## config.mk

```make
export PLATFORM = sky130hd
export DESIGN_NAME = equilibrium_maxxing_rodada_ctrl_flat
export DESIGN_NICKNAME = d
export VERILOG_FILES = /design/src/rtl/equilibrium_maxxing_pkg.sv /design/src/rtl/equilibrium_maxxing_rodada_ctrl_if.sv /design/src/rtl/equilibrium_maxxing_temporizador.sv /design/src/rtl/equilibrium_maxxing_rodada_ctrl.sv /design/src/flat_wrapper.sv
export SDC_FILE = /design/constraint.sdc
export NUM_CORES = 1
export LEC_CHECK = 0
export ABC_AREA = 1
export BUFFER_PORTS_ARGS = -buffer_cell sky130_fd_sc_hd__buf_4
export CORE_MARGIN = 2
export CORE_UTILIZATION = 63
export CTS_BUF_LIST = sky130_fd_sc_hd__clkbuf_8
export CTS_CLUSTER_SIZE = 16
export DETAILED_ROUTE_END_ITERATION = 10
export GPL_ROUTABILITY_DRIVEN = 0
export PLACE_DENSITY = 0.82
export SYNTH_ARGS = -nofsm -noshare
export SYNTH_HDL_FRONTEND = slang
export SYNTH_SLANG_ARGS = --single-unit
```

## constraint.sdc

```tcl
create_clock -name clock -period 4.8 [get_ports clock]
set_input_delay 0.96 -clock clock [delete_from_list [all_inputs] [get_ports clock]]
set_output_delay 0.96 -clock clock [all_outputs]
set_load 0.1 [all_outputs]
```

## src/rtl/equilibrium_maxxing_pkg.sv

```systemverilog
// Shared definitions for the Equilibrium Maxxing round controller and datapath:
// state encoding, level ceiling, default timing constants and width helpers.
package equilibrium_maxxing_pkg;

    typedef enum logic [2:0] {
        OCIOSO  = 3'd0,
        PREPARA = 3'd1,
        GERA    = 3'd2,
        AGUARDA = 3'd3,
        AVALIA  = 3'd4,
        FADE    = 3'd5,
        FIM     = 3'd6
    } estado_t;

    localparam int NIVEL_MAX = 3;

    localparam int ACERTOS_POR_NIVEL_DEF = 5;
    localparam int VIDAS_INICIAIS_DEF    = 3;
    localparam int TIMEOUT_CICLOS_DEF    = 50_000_000;  // 1 s at 50 MHz
    localparam int FADE_CICLOS_DEF       = 25_000_000;

    localparam int NIVEL_W   = 2;
    localparam int VIDAS_W   = 2;
    localparam int ACERTOS_W = 10;
    localparam int ESTADO_W  = 3;

    // Bits needed to hold values 0..valor_max, never fewer than one.
    function automatic int contador_largura(input int valor_max);
        return (valor_max < 1) ? 1 : $clog2(valor_max + 1);
    endfunction

endpackage

```

## src/rtl/equilibrium_maxxing_rodada_ctrl_if.sv

```systemverilog
// Control/event bundle between the round controller and the datapath.
// master: controller side (drives strobes and status); slave: datapath side.
interface equilibrium_maxxing_rodada_ctrl_if;
    import equilibrium_maxxing_pkg::*;

    logic                 iniciar;
    logic                 ganhou_ponto;
    logic                 perdeu_ponto;
    logic                 gerar_nova_jogada;
    logic                 conta_nivel;
    logic                 reset_nivel;
    logic                 fade_trigger;
    logic [NIVEL_W-1:0]   nivel_dificuldade;
    logic [VIDAS_W-1:0]   vidas;
    logic [ACERTOS_W-1:0] acertos;
    logic                 fim_jogo;
    logic [ESTADO_W-1:0]  db_estado;

    modport master (
        input  iniciar, ganhou_ponto, perdeu_ponto,
        output gerar_nova_jogada, conta_nivel, reset_nivel, fade_trigger,
               nivel_dificuldade, vidas, acertos, fim_jogo, db_estado
    );

    modport slave (
        output iniciar, ganhou_ponto, perdeu_ponto,
        input  gerar_nova_jogada, conta_nivel, reset_nivel, fade_trigger,
               nivel_dificuldade, vidas, acertos, fim_jogo, db_estado
    );

endinterface

```

## src/rtl/equilibrium_maxxing_temporizador.sv

```systemverilog
// Loadable down-counter: load takes priority, enable counts down to zero and
// holds there; done is high whenever the count is zero.
module equilibrium_maxxing_temporizador #(
    parameter int LARGURA = 8
) (
    input  logic               clock,
    input  logic               reset,
    input  logic               load,
    input  logic [LARGURA-1:0] load_value,
    input  logic               enable,
    output logic               done
);

    logic [LARGURA-1:0] contagem;

    // Count register: reload or step toward zero.
    // NOTE: clocked state uses <= so every register samples pre-edge values.
    always_ff @(posedge clock) begin
        if (reset) begin
            contagem <= '0;
        end else if (load) begin
            contagem <= load_value;
        end else if (enable && (contagem != '0)) begin
            contagem <= contagem - LARGURA'(1);
        end
    end

    assign done = (contagem == '0);

endmodule

```

## src/rtl/equilibrium_maxxing_rodada_ctrl.sv

```systemverilog
// Round scheduler: starts a game, requests plays, waits for a point event or
// timeout, scores hits/misses, advances the level and runs the fade between
// rounds. All strobes are registered one-cycle pulses.
module equilibrium_maxxing_rodada_ctrl
    import equilibrium_maxxing_pkg::*;
#(
    parameter int ACERTOS_POR_NIVEL = ACERTOS_POR_NIVEL_DEF,
    parameter int VIDAS_INICIAIS    = VIDAS_INICIAIS_DEF,
    parameter int TIMEOUT_CICLOS    = TIMEOUT_CICLOS_DEF,
    parameter int FADE_CICLOS       = FADE_CICLOS_DEF
) (
    input  logic                               clock,
    input  logic                               reset,
    equilibrium_maxxing_rodada_ctrl_if.master  bus
);

    localparam int TO_W = contador_largura(TIMEOUT_CICLOS - 1);
    localparam int FD_W = contador_largura(FADE_CICLOS - 1);
    localparam int HC_W = contador_largura(ACERTOS_POR_NIVEL - 1);

    localparam logic [TO_W-1:0]    TO_CARGA    = TO_W'(TIMEOUT_CICLOS - 1);
    localparam logic [FD_W-1:0]    FD_CARGA    = FD_W'(FADE_CICLOS - 1);
    localparam logic [HC_W-1:0]    HC_ULTIMO   = HC_W'(ACERTOS_POR_NIVEL - 1);
    localparam logic [VIDAS_W-1:0] VIDAS_INIT  = VIDAS_W'(VIDAS_INICIAIS);
    localparam logic [NIVEL_W-1:0] NIVEL_TOPO  = NIVEL_W'(NIVEL_MAX);

    estado_t              estado;
    logic                 acerto_r;       // outcome latched on AGUARDA exit
    logic [HC_W-1:0]      acertos_nivel;  // hits since the last level step
    logic [NIVEL_W-1:0]   nivel;
    logic [VIDAS_W-1:0]   vidas;
    logic [ACERTOS_W-1:0] acertos;
    logic                 gerar_r, conta_r, reset_nivel_r, fade_r, fim_r;

    logic to_load, to_enable, to_done;
    logic fd_load, fd_enable, fd_done;
    logic sobe_nivel;

    // Timeout window: armed in GERA (and PREPARA), runs only while AGUARDA.
    assign to_load   = (estado == GERA) || (estado == PREPARA);
    assign to_enable = (estado == AGUARDA);
    // Fade window: armed in AVALIA, runs while FADE.
    assign fd_load   = (estado == AVALIA);
    assign fd_enable = (estado == FADE);

    // A hit now completes the level quota and the level is not yet saturated.
    assign sobe_nivel = (acertos_nivel == HC_ULTIMO) && (nivel < NIVEL_TOPO);

    equilibrium_maxxing_temporizador #(.LARGURA(TO_W)) u_timeout (
        .clock      (clock),
        .reset      (reset),
        .load       (to_load),
        .load_value (TO_CARGA),
        .enable     (to_enable),
        .done       (to_done)
    );

    equilibrium_maxxing_temporizador #(.LARGURA(FD_W)) u_fade (
        .clock      (clock),
        .reset      (reset),
        .load       (fd_load),
        .load_value (FD_CARGA),
        .enable     (fd_enable),
        .done       (fd_done)
    );

    // Round FSM; each pulse is set on the edge entering the state it marks.
    always_ff @(posedge clock) begin
        if (reset) begin
            estado        <= OCIOSO;
            acerto_r      <= 1'b0;
            acertos_nivel <= '0;
            nivel         <= '0;
            vidas         <= VIDAS_INIT;
            acertos       <= '0;
            gerar_r       <= 1'b0;
            conta_r       <= 1'b0;
            reset_nivel_r <= 1'b0;
            fade_r        <= 1'b0;
            fim_r         <= 1'b0;
        end else begin
            gerar_r       <= 1'b0;
            conta_r       <= 1'b0;
            reset_nivel_r <= 1'b0;
            fade_r        <= 1'b0;

            unique case (estado)
                OCIOSO: begin
                    if (bus.iniciar) begin
                        estado        <= PREPARA;
                        reset_nivel_r <= 1'b1;
                    end
                end
                PREPARA: begin
                    nivel         <= '0;
                    acertos       <= '0;
                    acertos_nivel <= '0;
                    vidas         <= VIDAS_INIT;
                    estado        <= GERA;
                    gerar_r       <= 1'b1;
                end
                GERA: begin
                    estado <= AGUARDA;
                end
                AGUARDA: begin
                    // Miss wins over a simultaneous hit; a hit on the last
                    // timeout cycle still counts as a hit.
                    if (bus.perdeu_ponto) begin
                        acerto_r <= 1'b0;
                        estado   <= AVALIA;
                    end else if (bus.ganhou_ponto) begin
                        acerto_r <= 1'b1;
                        conta_r  <= sobe_nivel;
                        estado   <= AVALIA;
                    end else if (to_done) begin
                        acerto_r <= 1'b0;
                        estado   <= AVALIA;
                    end
                end
                AVALIA: begin
                    if (acerto_r) begin
                        if (acertos != '1) acertos <= acertos + ACERTOS_W'(1);
                        if (acertos_nivel == HC_ULTIMO) begin
                            acertos_nivel <= '0;
                            if (conta_r) nivel <= nivel + NIVEL_W'(1);
                        end else begin
                            acertos_nivel <= acertos_nivel + HC_W'(1);
                        end
                        estado <= FADE;
                        fade_r <= 1'b1;
                    end else begin
                        if (vidas != '0) vidas <= vidas - VIDAS_W'(1);
                        if (vidas <= VIDAS_W'(1)) begin
                            estado <= FIM;
                            fim_r  <= 1'b1;
                        end else begin
                            estado <= FADE;
                            fade_r <= 1'b1;
                        end
                    end
                end
                FADE: begin
                    if (fd_done) begin
                        estado  <= GERA;
                        gerar_r <= 1'b1;
                    end
                end
                FIM: begin
                    if (bus.iniciar) begin
                        estado        <= PREPARA;
                        fim_r         <= 1'b0;
                        reset_nivel_r <= 1'b1;
                    end
                end
                default: begin
                    estado <= OCIOSO;
                end
            endcase
        end
    end

    assign bus.gerar_nova_jogada = gerar_r;
    assign bus.conta_nivel       = conta_r;
    assign bus.reset_nivel       = reset_nivel_r;
    assign bus.fade_trigger      = fade_r;
    assign bus.nivel_dificuldade = nivel;
    assign bus.vidas             = vidas;
    assign bus.acertos           = acertos;
    assign bus.fim_jogo          = fim_r;
    assign bus.db_estado         = estado;

endmodule

```

## src/flat_wrapper.sv

```systemverilog
// flat-port wrapper written by rule: the top's interface ports become plain ports
module equilibrium_maxxing_rodada_ctrl_flat import equilibrium_maxxing_pkg::*;
#(
    parameter int ACERTOS_POR_NIVEL = ACERTOS_POR_NIVEL_DEF,
    parameter int VIDAS_INICIAIS    = VIDAS_INICIAIS_DEF,
    parameter int TIMEOUT_CICLOS    = TIMEOUT_CICLOS_DEF,
    parameter int FADE_CICLOS       = FADE_CICLOS_DEF
)
  (clock, reset, bus_iniciar, bus_ganhou_ponto, bus_perdeu_ponto, bus_gerar_nova_jogada, bus_conta_nivel, bus_reset_nivel, bus_fade_trigger, bus_nivel_dificuldade, bus_vidas, bus_acertos, bus_fim_jogo, bus_db_estado);
  equilibrium_maxxing_rodada_ctrl_if bus_i ();
  input  logic clock;
  input  logic reset;
  input wire logic [$bits(bus_i.iniciar)-1:0] bus_iniciar;
  input wire logic [$bits(bus_i.ganhou_ponto)-1:0] bus_ganhou_ponto;
  input wire logic [$bits(bus_i.perdeu_ponto)-1:0] bus_perdeu_ponto;
  output wire logic [$bits(bus_i.gerar_nova_jogada)-1:0] bus_gerar_nova_jogada;
  output wire logic [$bits(bus_i.conta_nivel)-1:0] bus_conta_nivel;
  output wire logic [$bits(bus_i.reset_nivel)-1:0] bus_reset_nivel;
  output wire logic [$bits(bus_i.fade_trigger)-1:0] bus_fade_trigger;
  output wire logic [$bits(bus_i.nivel_dificuldade)-1:0] bus_nivel_dificuldade;
  output wire logic [$bits(bus_i.vidas)-1:0] bus_vidas;
  output wire logic [$bits(bus_i.acertos)-1:0] bus_acertos;
  output wire logic [$bits(bus_i.fim_jogo)-1:0] bus_fim_jogo;
  output wire logic [$bits(bus_i.db_estado)-1:0] bus_db_estado;
  assign bus_i.iniciar = bus_iniciar;
  assign bus_i.ganhou_ponto = bus_ganhou_ponto;
  assign bus_i.perdeu_ponto = bus_perdeu_ponto;
  assign bus_gerar_nova_jogada = bus_i.gerar_nova_jogada;
  assign bus_conta_nivel = bus_i.conta_nivel;
  assign bus_reset_nivel = bus_i.reset_nivel;
  assign bus_fade_trigger = bus_i.fade_trigger;
  assign bus_nivel_dificuldade = bus_i.nivel_dificuldade;
  assign bus_vidas = bus_i.vidas;
  assign bus_acertos = bus_i.acertos;
  assign bus_fim_jogo = bus_i.fim_jogo;
  assign bus_db_estado = bus_i.db_estado;
  equilibrium_maxxing_rodada_ctrl #(.ACERTOS_POR_NIVEL(ACERTOS_POR_NIVEL), .VIDAS_INICIAIS(VIDAS_INICIAIS), .TIMEOUT_CICLOS(TIMEOUT_CICLOS), .FADE_CICLOS(FADE_CICLOS)) u_core (.clock(clock), .reset(reset), .bus(bus_i));
endmodule
```

After elaboration in Yosys (flattened, before gate mapping) --
Cells that the tools add are included.
Word-level totals: bits in registers 77, latch bits 0, bits in writable memories 0, bits in read-only memories 0, input port bits 5, output and inout port bits 22, logic and storage cells 111, memories kept 0
Cells by class: $add $sub $neg 6, multipliers 0, div/mod/pow operators 0, magnitude comparators 2, equal/unequal tests 19, shift operators 0, muxes and demuxes 37, bitwise logic cells 4, reductions and logical operators 28
Operator list (count):
- 2-to-1 mux 26 bit | 2
- 2-to-1 mux 25 bit | 2
- logical NOT 26 bit | 1
- nonzero test 26 bit | 1
- subtractor 26 x 1 -> 26 bit, second input constant | 1
- logical NOT 25 bit | 1
- nonzero test 25 bit | 1
- subtractor 25 x 1 -> 25 bit, second input constant | 1
- 2-to-1 mux 3 bit | 8
- 2-to-1 mux 10 bit | 2
- case mux 10 bit (2 select lines) | 1
- case mux 3 bit (6 select lines) | 1
- == test 3 bit, second input constant | 4
- 2-to-1 mux 2 bit | 6
- != test 2 bit, second input constant | 6
- adder 10 x 1 -> 10 bit, second input constant | 1
- 2-to-1 mux 1 bit | 10
- != test 10 bit, second input constant | 1
- nonzero test 2 bit | 5
- OR reduction 2 bit | 5
- AND reduction 3 bit | 3
- != test 2 x 1 -> 1 bit, second input constant | 4
- case mux 2 bit (2 select lines) | 2
- AND reduction 4 bit | 2
- other kinds (17) | 25

Depth between registers and ports, before layout --
Gate-level depths: netlist of run 1.
word-level depth 5, depth in mapped cells 13, mapped depth without buffers 12

By module --
From an unflattened synthesis of run 1, not the netlist that was laid out.
Second synthesis, totals: cell total of the unflattened synthesis 926, area total of the unflattened synthesis 5605.4 µm²
By module, submodules not included:
- equilibrium_maxxing_temporizador (u_core.u_timeout) | instances 1, cells each 357, area each 2019.4 µm², seq. area each 520.5 µm²
- equilibrium_maxxing_temporizador (u_core.u_fade) | instances 1, cells each 336, area each 2015.7 µm², seq. area each 500.5 µm²
- equilibrium_maxxing_rodada_ctrl | instances 1, cells each 233, area each 1570.3 µm², seq. area each 520.5 µm²

Worst setup path after synthesis of run 1 --
No wires, ideal clock.
kind reg2reg, from reg u_core.acertos[0], in the netlist u_core.bus.acertos[0], to reg u_core.acertos[6], in the netlist u_core.bus.acertos[6], setup time 0.110 ns, arrival 2.305 ns, data required time 4.690 ns, slack 2.385 ns, cell stages (with the launch flop) 14, buffers on the path 1, period minus slack after synthesis 2.415 ns, cells stage by stage dfxtp_1 > ha_1 > nand2_1 > nor2_2 > nand2_1 > nor2_2 > nand2_2 > nand2_4 > inv_2 > buf_6 > nand2_1 > nand2_1 > nand3_1 > inv_1
On the way: longest elaborated chain between the ends 4, elaborated cells between the ends (all ways) 7, classes of those cells add/sub (1); eq/ne (2); mux (3); reduce/logical (1)
Ends and longest elaborated chain:
- from (decl) | line equilibrium_maxxing_rodada_ctrl.sv:32 | logic [ACERTOS_W-1:0] acertos;
- from (signal assigned) | line equilibrium_maxxing_rodada_ctrl.sv:122 | if (acertos != '1) acertos <= acertos + ACERTOS_W'(1);
- adder 10 x 1 -> 10 bit | line equilibrium_maxxing_rodada_ctrl.sv:122
- 2-to-1 mux 10 bit | line equilibrium_maxxing_rodada_ctrl.sv:122
- 2-to-1 mux 10 bit | line equilibrium_maxxing_rodada_ctrl.sv:121 | if (acerto_r) begin
- case mux 10 bit (2 select lines) | line equilibrium_maxxing_rodada_ctrl.sv:87 | unique case (estado)
Several ways; a longest one is shown, not always the timed one. The select of a mux whose other input is x is not followed. A chain may end at the register's enable or synchronous reset.

Final worst setup path of run 1 --
from reg u_core.estado[2], in the netlist u_core.bus.db_estado[2], to reg u_core.acertos[4], in the netlist u_core.bus.acertos[4]
On the way: longest elaborated chain between the ends 3, elaborated cells between the ends (all ways) 7, classes of those cells eq/ne (4); mux (1); reduce/logical (2)
Ends and longest elaborated chain:
- from (decl) | line equilibrium_maxxing_rodada_ctrl.sv:27 | estado_t estado;
- from (signal assigned) | line equilibrium_maxxing_rodada_ctrl.sv:70 | estado <= OCIOSO;
- from (signal assigned) | line equilibrium_maxxing_rodada_ctrl.sv:90 | estado <= PREPARA;
- from (signal assigned) | line equilibrium_maxxing_rodada_ctrl.sv:99 | estado <= GERA;
- == test 3 bit or == test 3 x 1 -> 1 bit (tied branches) | line equilibrium_maxxing_rodada_ctrl.sv:87
- != test 2 x 1 -> 1 bit (no source line) (tied with other cells)
- AND reduction 3 bit (no source line)
Several ways; a longest one is shown, not always the timed one.

==> results of run 1 <==
final cells by class:
class / count / area [µm²]
Fill cell: 653 / 2160
Multi-Input combinational cell: 569 / 2820
Clock inverter: 7 / 57.6
Timing Repair Buffer: 27 / 203
Sequential cell: 77 / 1540
Inverter: 90 / 338
Clock buffer: 9 / 124
Tap cell: 99 / 124
cells in the mapped netlist, types with 5 or more instances:
master / number
nand2_1: 199
nor2_1: 117
nand3_1: 83
inv_1: 78
dfxtp_1: 77
a21oi_1: 31
o21ai_0: 20
nand4_1: 15
nor2_2: 13
inv_2: 11
xnor2_1: 11
ha_1: 9
xor2_1: 9
buf_6: 8
o21bai_1: 8
nor2_4: 7
nand2_2: 6
nor3_1: 6
buf_2: 5
clkbuf_1: 5
o21ai_1: 5
worst paths after layout:
| check | to | slack, ns |
|---|---|---|
| worst max-delay path | u_core.bus.acertos[4]$_SDFFE_PP0P_ | 2.63 |
| worst min-delay path | u_core.bus.nivel_dificuldade[1]$_SDFFE_PP0P_ | 0.50 |
| worst max register to register | u_core.bus.acertos[4]$_SDFFE_PP0P_ | 2.63 |
| worst min register to register | u_core.bus.nivel_dificuldade[1]$_SDFFE_PP0P_ | 0.50 |
kinds of logic after synthesis:
kind of cell	after synthesis
flops	77
compound gates	83
fa+ha+maj	9
buf+inv	110
simple gates	457
xor+xnor	20
layer usage:
metal	GRT usage [%]	up-vias	part of all wire [%]
li1	-	2442	-
met1	33.4	2176	45
met2	47.2	121	48
met3	4.68	33	4.3
met4	11.4	0	2.9
met5	0	-	0
metrics by stage:
step                power [W]  utilization [%]  setup WS (ns)  area (µm²)
floorplan             0.00321                -           2.38        4850
global placement      0.00360             68.2           2.68        5030
detailed placement    0.00366             68.2           2.66        5030
CTS                   0.00414             70.7           2.63        5210
global route          0.00454             70.7           2.38        5210
finish                0.00416             70.7           2.63        5210
registers in the layout, indices dropped and copies added, names as in the netlist:
name                          cells
u_core.u_timeout.contagem        26
u_core.u_fade.contagem           25
u_core.acerto_r                   1
u_core.bus.acertos               10
u_core.bus.nivel_dificuldade      2
u_core.acertos_nivel              3
u_core.bus.db_estado              3
u_core.bus.conta_nivel            1
u_core.bus.gerar_nova_jogada      1
u_core.bus.fim_jogo               1
u_core.bus.fade_trigger           1
u_core.bus.reset_nivel            1
u_core.bus.vidas                  2
power by group:
part / leakage, nW / switching [W] / internal (W)
combinational: 1.78 / 0.00181 / 0.000861
sequential: 0.628 / 0.000214 / 0.000814
clock: 0.0881 / 0.000269 / 0.000195
tightest hold or removal path, stage by stage (launching register included):
cell	delay, ns
dfxtp_1	0.34
nand2_1	0.07
a21oi_1	0.05
cell usage in the layout, fill, tap and decap left out, drive strengths merged, types with 9 or more instances in the layout:
cell,instances
a21oi,32
nor2,138
inv,92
buf,27
xnor2,11
o21ai,27
clkbuf,9
xor2,9
nand4,15
nand3,87
ha,9
nand2,207
dfxtp,77
==> impl_metrics.yaml, run 1 <==
detailed_routing:
  vias: 4772
  ant_nets: 0
  post_drt_wl_per_cell_um: 12.8
  drc: 0
  first_pass_iters: 5
  wl_um: 11200
  drtIter0Drc: 283
  via_per_inst: 5.44
yosys:
  synth_edf_count: 0
  syn_area_um2: 4850
  async_flop_share_pct: 0
  synth_top_area_share_pct: 31.8
  syn_nets: 770
  synthFlopType: "dfxtp_1"
  synth-simple-area-share_pct: 41.9
  synth_area_leader_cell: "dfxtp_1"
  ys.warnings.count: 0
  ys_seq_area_share_pct: 31.8
  muxShareOfSynthArea_pct: 0
  synthCells: 756
  syn_area_per_cell_um2: 6.42
  synth_cell_type_count: 37
  synth-xor-area-share_pct: 3.61
  synth_top_family_by_area: "simple AND/OR/NAND/NOR gates"
  synth_compound_area_share_pct: 10.3
  synthTopCellsByArea: "dfxtp_1 32%, nand2_1 15%, nor2_1 9.1%"
  ys_ff_latch: 77
  synthAdderAreaFrac_pct: 2.32
timing:
  finalCritPeriodShare_pct: 45.3
  hold_viol_final: 0
  slew_violations: 0
  rsz0062_at_grt: "no"
  post-route-min-period_ns: 2.17
  fmax_mhz: 460
  hold_ws_ns: 0.499
  slew_headroom_pct: 55.3
  fin_tns_setup_ns: 0
  worst_slew_pin_slew_ns: 0.670
  skew_ns: 0.0152
  finalSetupViolCount: 0
floorplan:
  num_rows: 31
  die_x_um: 91.8
  initial_core_util_pct: 65.8
  dieArea_um2: 8420
  die_height_um: 91.8
  coreArea_um2: 7370
  ios: 27
clock_network:
  cts_tree: "yes"
  cts_sinks: 77
  clockBufferDepth: 2
  cts_resized: 0
  clk_latency_ns: 0.36
  root_buffer: "clkbuf_8"
  htree_levels: 3
  numCtsBuffers: 9
  post_cts_buffers: 0
  clk_pin_slew_worst_paths_ns: 0.10
  hold_buffers: 0
placement:
  port_buffers: 26
  placed_cells: 862
  dpl.hpwl_um: 8180
critical_path:
  worstSetupStartpoint: "u_core.bus.db_estado[2]$_SDFFE_PP0P_"
  cp_num_buf_inv: 1
  cp.required_ns: 5.07
  worst_r2r_path_depth: 7
  crit_path_max_fanout: 30
  cp.depth: 7
  cpMaxStageDelayCell: "nand3_2"
  cp-end-kind: "register"
  criticalPathCategory: "reg2reg"
  arrival_ns: 2.44
  crit_chain: "nand3_2, o21ai_4, nand2_4, inv_2, nand4_1, nand2_1, nor2_1"
  cp-start-kind: "register"
  reg2reg_from: "u_core.bus.db_estado[2]$_SDFFE_PP0P_"
  slowest_delay_ns: 0.57
  cp_top_family: "simple AND/OR/NAND/NOR gates"
layout:
  syn2layout_area_growth_pct: 7.40
  drive_gt1_share_pct: 11.6
  diodes: 0
  nets: 788
  final_cells: 878
min_path:
  worstHoldPathType: "reg2reg"
  holdCritStartpoint: "u_core.bus.nivel_dificuldade[1]$_SDFFE_PP0P_"
  hold_path_depth: 2
power_and_ir_drop:
  power_leakage_nw: 2.50
  power.density_nw_per_um2: 799
  vdd_drop_max_uv: 581
global_routing:
  grt_max_degree: 31
  antenna_found_initial: 0
  grt_pass1_vias: 4333
  gr-usage-all-layers_pct: 27.2
  grt_pass1_wl_um: 19000
  gr-total-overflow: 0
outcome:
  status: "complete, no violations"
job:
  max_cap_viol_count: 0
Note: power is estimated with default switching activity, not from simulation.
==> run 2: changes to the inputs <==
Settings changed: CORE_UTILIZATION 63 to 58, PLACE_DENSITY 0.82 to 0.79.
Clock period 4.8 ns to 1.8 ns, I/O delays scaled along.
==> run 2 against run 1 <==
Register-to-register slack lost 2.5 ns. First-iteration DRC count rose by 8.8%. Routed wire length grew 5.6%. Fmax increased by 28%. Setup slack worse by 2.5 ns.
==> impl_metrics.yaml, run 2 (synthesis gave the netlist of run 1 again) <==
outcome:
  status: "complete, no violations"
power_and_ir_drop:
  power.density_nw_per_um2: 2150
  vdd_drop_max_uv: 1410
  clkPwrFrac_pct: 11.7
  power.switching_w: 0.00633
  power_leakage_nw: 2.64
  seq_power_share_pct: 22.9
  p_sw_share_pct: 53.5
  p_total_w: 0.0118
  intPower_w: 0.00551
  combPwrFrac_pct: 65.4
clock_network:
  htree_levels: 3
  clk_pin_slew_worst_paths_ns: 0.08
  hold_buffers: 0
  cts_tree: "yes"
  clk_latency_ns: 0.35
  clockBufferDepth: 2
  numCtsBuffers: 9
  root_buffer: "clkbuf_8"
  cts_sinks: 77
critical_path:
  crit_chain: "inv_1, ha_1, inv_2, nor2_2, nand3_4, o21ai_4, buf_4, nand3_2, nand2_1, nand2_1, nor2_1"
  cp-start-kind: "register"
  arrival_ns: 1.97
  reg2reg_to: "u_core.bus.db_estado[2]$_SDFFE_PP0P_"
  slowest_delay_ns: 0.33
  cpMaxStageDelayCell: "dfxtp_1"
  cp.required_ns: 2.08
  crit_path_frequent_cell: "nand2_1"
  cp-end-kind: "register"
  criticalPathCategory: "reg2reg"
  crit_path_max_fanout: 5
  r2r_slack_ns: 0.11
  reg2reg_from: "u_core.u_fade.contagem[0]$_SDFFE_PP0P_"
  worst_r2r_path_depth: 11
floorplan:
  die_x_um: 95.5
  initial_core_util_pct: 59.3
  dieArea_um2: 9110
  ios: 27
  num_rows: 33
  die_height_um: 95.5
  coreArea_um2: 8180
timing:
  post-route-min-period_ns: 1.69
  skew_ns: 0.0137
  slew_violations: 0
  hold_viol_final: 0
  rsz0062_at_grt: "yes"
  worst_slew_pin_slew_ns: 0.455
  finalSetupViolCount: 0
  fmax_mhz: 591
  slew_headroom_pct: 69.5
  finalCritPeriodShare_pct: 94.0
placement:
  dpl.hpwl_um: 8560
  port_buffers: 26
  placed_cells: 888
detailed_routing:
  ant_nets: 0
  drc: 0
  via_per_inst: 5.41
  vias: 4905
  drtIter0Drc: 308
  first_pass_iters: 5
  wl_um: 11800
  post_drt_wl_per_cell_um: 13.0
layout:
  top_register: "u_core.u_timeout.contagem"
  nets: 811
  final_cell_mix: "198 x nand2_1, 115 x nor2_1, 83 x nand3_1"
  post-route-util_pct: 67.3
  top_regs: "u_core.u_timeout.contagem: 26 flops, u_core.u_fade.contagem: 25 flops, u_core.bus.acertos: 10 flops"
  largest_reg_flops: 26
  multiInputGateArea_um2: 2890
  nFillCells: 695
  seqCellArea_um2: 1570
  drive_gt1_share_pct: 16.5
  diodes: 0
  final_common_cell: "nand2_1"
  final_cells: 907
  syn2layout_area_growth_pct: 13.4
min_path:
  holdCritStartpoint: "reset"
  worstHoldPathType: "in2reg"
  whs_endpoint: "u_core.u_fade.contagem[4]$_SDFFE_PP0P_"
  hold_path_depth: 2
global_routing:
  antenna_found_initial: 0
  gr-usage-all-layers_pct: 26.1
  grt_max_degree: 30
  grt_pass1_wl_um: 19100
  gr-total-overflow: 0
  grt_pass1_vias: 4354
job:
  max_cap_viol_count: 0
-- run 2: cell count changes in the layout (fill, tap and decap cells not counted), sizes merged --
cell / previous run / this run
nor2: 138 / 139
clkinv: 3 / 1
buf: 27 / 48
clkbuf: 9 / 12
clkinvlp: 2 / 0
bufinv: 0 / 1
o21ai: 27 / 28
-- run 2: final cells by class --
class / count / area share, %
clock inverters: 4 / 0.842
multi-input cells: 571 / 52.6
repair buffers: 48 / 6.55
flip-flops and latches: 77 / 28.5
well taps: 105 / 2.39
clock buffers: 12 / 3.00
inverters: 90 / 6.19
-- run 2: metrics by stage --
stage | hold WS, ns | area [µm²] | setup TNS, ns | setup WS [ns]
floorplan | 0.460 | 4890 | -0.0133 | -0.0133
global placement | 0.476 | 5220 | 0 | 0.0770
detailed placement | 0.482 | 5220 | 0 | 0.0210
CTS | 0.271 | 5430 | 0 | 0.0205
global route | 0.273 | 5500 | -0.0678 | -0.0267
finish | 0.276 | 5500 | 0 | 0.108
-- run 2: worst max path at each step --
| stage | start | endpoint | slack, ns | cells past startpoint |
|---|---|---|---|---|
| finish | u_core.u_fade.contagem[0]$_SDFFE_PP0P_ | u_core.bus.db_estado[2]$_SDFFE_PP0P_ | 0.11 | 11 |
| global route | u_core.u_timeout.contagem[17]$_SDFFE_PP0P_ | u_core.u_timeout.contagem[4]$_SDFFE_PP0P_ | -0.03 | 9 |
| CTS | u_core.u_timeout.contagem[0]$_SDFFE_PP0P_ | u_core.u_timeout.contagem[24]$_SDFFE_PP0P_ | 0.02 | 8 |
| detailed placement | u_core.u_fade.contagem[0]$_SDFFE_PP0P_ | u_core.u_fade.contagem[14]$_SDFFE_PP0P_ | 0.02 | 10 |
| global placement | u_core.u_fade.contagem[0]$_SDFFE_PP0P_ | u_core.u_fade.contagem[11]$_SDFFE_PP0P_ | 0.08 | 10 |
| floorplan | u_core.bus.acertos[3]$_SDFFE_PP0P_ | u_core.bus.acertos[6]$_SDFFE_PP0P_ | -0.01 | 12 |
-- run 2: per-layer routing --
metal / routed length (µm) / part of all wire (%) / GRT usage [%] / vias up
li1: - / - / - / 2508
met5: 0 / 0 / 0 / -
met3: 835 / 7.1 / 6.25 / 32
met1: 4940 / 42 / 31.2 / 2193
met2: 5770 / 49 / 46.2 / 172
met4: 279 / 2.4 / 7.98 / 0
-- run 2: critical path, delay by kind of cell, from the launching register on --
family	cells	cell delay (ns)
buf+inv	3	0.30
compound gates	1	0.25
simple gates	6	0.56
flops	1	0.33
fa+ha+maj	1	0.18
-- run 2: power groups by stage --
stage | clock network [W] | registers, W | logic [W]
global route | 0.00147 | 0.00278 | 0.00871
CTS | 0.00141 | 0.00269 | 0.00747
finish | 0.00138 | 0.00271 | 0.00774
global placement | 0 | 0.00271 | 0.00723
detailed placement | 0 | 0.00273 | 0.00742
floorplan | 0 | 0.00312 | 0.00548
-- run 2: what timing repair did --
item,in CTS,in global routing
pin swaps,1,2
cloned,0,2
endpoints found under the setup margin,1,41
gates resized for setup,0,12
setup buffers,0,1
==> run 3: changes to the inputs <==
Settings changed: BUFFER_PORTS_ARGS -buffer_cell sky130_fd_sc_hd__buf_4 to not set, CORE_ASPECT_RATIO set to 1.25, CORE_UTILIZATION 58 to 60, DONT_BUFFER_PORTS set to 1, HOLD_SLACK_MARGIN set to 0.02.
==> run 3 against run 2 <==
Global-route usage increased by 0.69 points. Register-to-register slack worse by 0.08 ns. Die area decreased by 3.1%. Sequential power about the same. Via count increased by 1.7%. Setup slack lost 0.084 ns. Non-clock buffer count is 6 lower. Fmax shrank 4.7%. Combinational power rose by 2%. Cell area shrank 0.39%. Total power rose by 0.98%. Critical path type unchanged. Largest cell class unchanged.
==> impl_metrics.yaml, run 3 (synthesis gave the netlist of run 1 again) <==
clock_network:
  root_buffer: "clkbuf_8"
  clockBufferDepth: 2
  htree_levels: 3
  clk_latency_ns: 0.36
  cts_sinks: 77
  cts_tree: "yes"
  hold_buffers: 0
  clk_pin_slew_worst_paths_ns: 0.08
  numCtsBuffers: 9
layout:
  diodes: 0
  final_common_cell: "nand2_1"
  top_register: "u_core.u_timeout.contagem"
  final_cells: 892
  largest_reg_flops: 26
  final_cell_mix: "198 x nand2_1, 113 x nor2_1, 82 x nand3_1"
  syn2layout_area_growth_pct: 12.9
  nFillCells: 666
  drive_gt1_share_pct: 16.4
  top_regs: "u_core.u_timeout.contagem: 26 flops, u_core.u_fade.contagem: 25 flops, u_core.bus.acertos: 10 flops"
  nets: 806
job:
  max_cap_viol_count: 0
floorplan:
  ios: 27
  num_rows: 36
  die_x_um: 84.4
  coreArea_um2: 7840
  dieArea_um2: 8820
  die_height_um: 105
  initial_core_util_pct: 61.9
timing:
  hold_ws_ns: 0.0550
  finalSetupViolCount: 0
  fmax_mhz: 563
  slew_violations: 0
  worst_slew_pin_slew_ns: 0.443
  rsz0062_at_grt: "yes"
  hold_viol_final: 0
  fin_ws_ns: 0.0235
  post-route-min-period_ns: 1.78
  slew_headroom_pct: 70.4
  skew_ns: 0.00925
  fin_tns_setup_ns: 0
  finalCritPeriodShare_pct: 98.7
global_routing:
  grt_max_degree: 30
  gr-total-overflow: 0
  antenna_found_initial: 0
  gr-usage-all-layers_pct: 26.8
  grt_pass1_vias: 4648
  grt_pass1_wl_um: 19700
power_and_ir_drop:
  p_total_w: 0.0120
  seq_power_share_pct: 22.9
  power.switching_w: 0.00639
  clkPwrFrac_pct: 11.2
  power.density_nw_per_um2: 2180
  combPwrFrac_pct: 65.9
  power_leakage_nw: 2.61
  intPower_w: 0.00556
  vdd_drop_max_uv: 1120
  p_sw_share_pct: 53.5
detailed_routing:
  wl_um: 12200
  dr.max_layer_used: "met4"
  first_pass_iters: 5
  via_per_inst: 5.59
  ant_nets: 0
  wl_met3_um: 807
  drtIter0Drc: 324
  dr_wl_met2_um: 6100
  vias: 4986
  wl_met1_um: 4890
  post_drt_wl_per_cell_um: 13.7
  drc: 0
placement:
  dpl.hpwl_um: 8740
  port_buffers: 0
  dp_slack_ns: 0.0385
  placed_cells: 867
critical_path:
  criticalPathCategory: "reg2reg"
  cp-end-kind: "register"
  arrival_ns: 2.06
  cp-start-kind: "register"
  crit_path_max_fanout: 10
  cp.required_ns: 2.09
min_path:
  worstHoldPathType: "in2reg"
outcome:
  status: "complete, no violations"
## run 3: final timing paths
check                                                             from                                            to  slack (ns)  depth (start not counted)
worst max-delay path              u_core.bus.db_estado[1]$_SDFFE_PP0P_    u_core.u_timeout.contagem[10]$_SDFFE_PP0P_        0.02                          6
worst min-delay path                                             reset  u_core.bus.nivel_dificuldade[1]$_SDFFE_PP0P_        0.06                          1
worst max register to register    u_core.bus.db_estado[1]$_SDFFE_PP0P_    u_core.u_timeout.contagem[10]$_SDFFE_PP0P_        0.02                          6
worst min register to register  u_core.u_fade.contagem[0]$_SDFFE_PP0P_        u_core.u_fade.contagem[0]$_SDFFE_PP0P_        0.50                          2
## run 3: cell type report
type / count / area, µm² / share of cell area [%]
Clock buffer: 10 / 138 / 2.51
Multi-Input combinational cell: 572 / 2920 / 53.2
Timing Repair Buffer: 42 / 340 / 6.21
Clock inverter: 6 / 63.8 / 1.16
Sequential cell: 77 / 1570 / 28.6
Inverter: 90 / 338 / 6.17
Tap cell: 95 / 119 / 2.17
## run 3: metal layers
metal | track usage (%) | vias up
met5 | 0 | -
met4 | 12.9 | 0
met3 | 4.90 | 37
met2 | 47.3 | 198
met1 | 30.9 | 2266
li1 | - | 2485
## run 3: what timing repair did
action | in CTS | in global routing
endpoints found under the setup margin | 0 | 44
setup buffers | 0 | 6
resized for setup | 0 | 13
## run 3: critical path: stages (launching register included)
cell     delay (ns)
dfxtp_2        0.40
nand2_1        0.14
nor2_4         0.31
inv_2          0.16
nor2_4         0.32
nand4_1        0.19
a21oi_1        0.19
## run 3: through the flow
step	area (µm²)	utilization, %
2_1_floorplan	4890	-
3_3_place_gp	5130	65.4
3_5_place_dp	5130	65.4
4_1_cts	5330	68.0
5_1_grt	5480	69.9
6_report	5480	69.9
## run 3: power groups by stage
stage          Sequential [W]  Clock (W)  Combinational, W
2_1_floorplan         0.00312          0           0.00548
3_3_place_gp          0.00273          0           0.00710
3_5_place_dp          0.00275          0           0.00728
4_1_cts               0.00271    0.00137           0.00732
5_1_grt               0.00281    0.00143           0.00874
6_report              0.00273    0.00134           0.00788
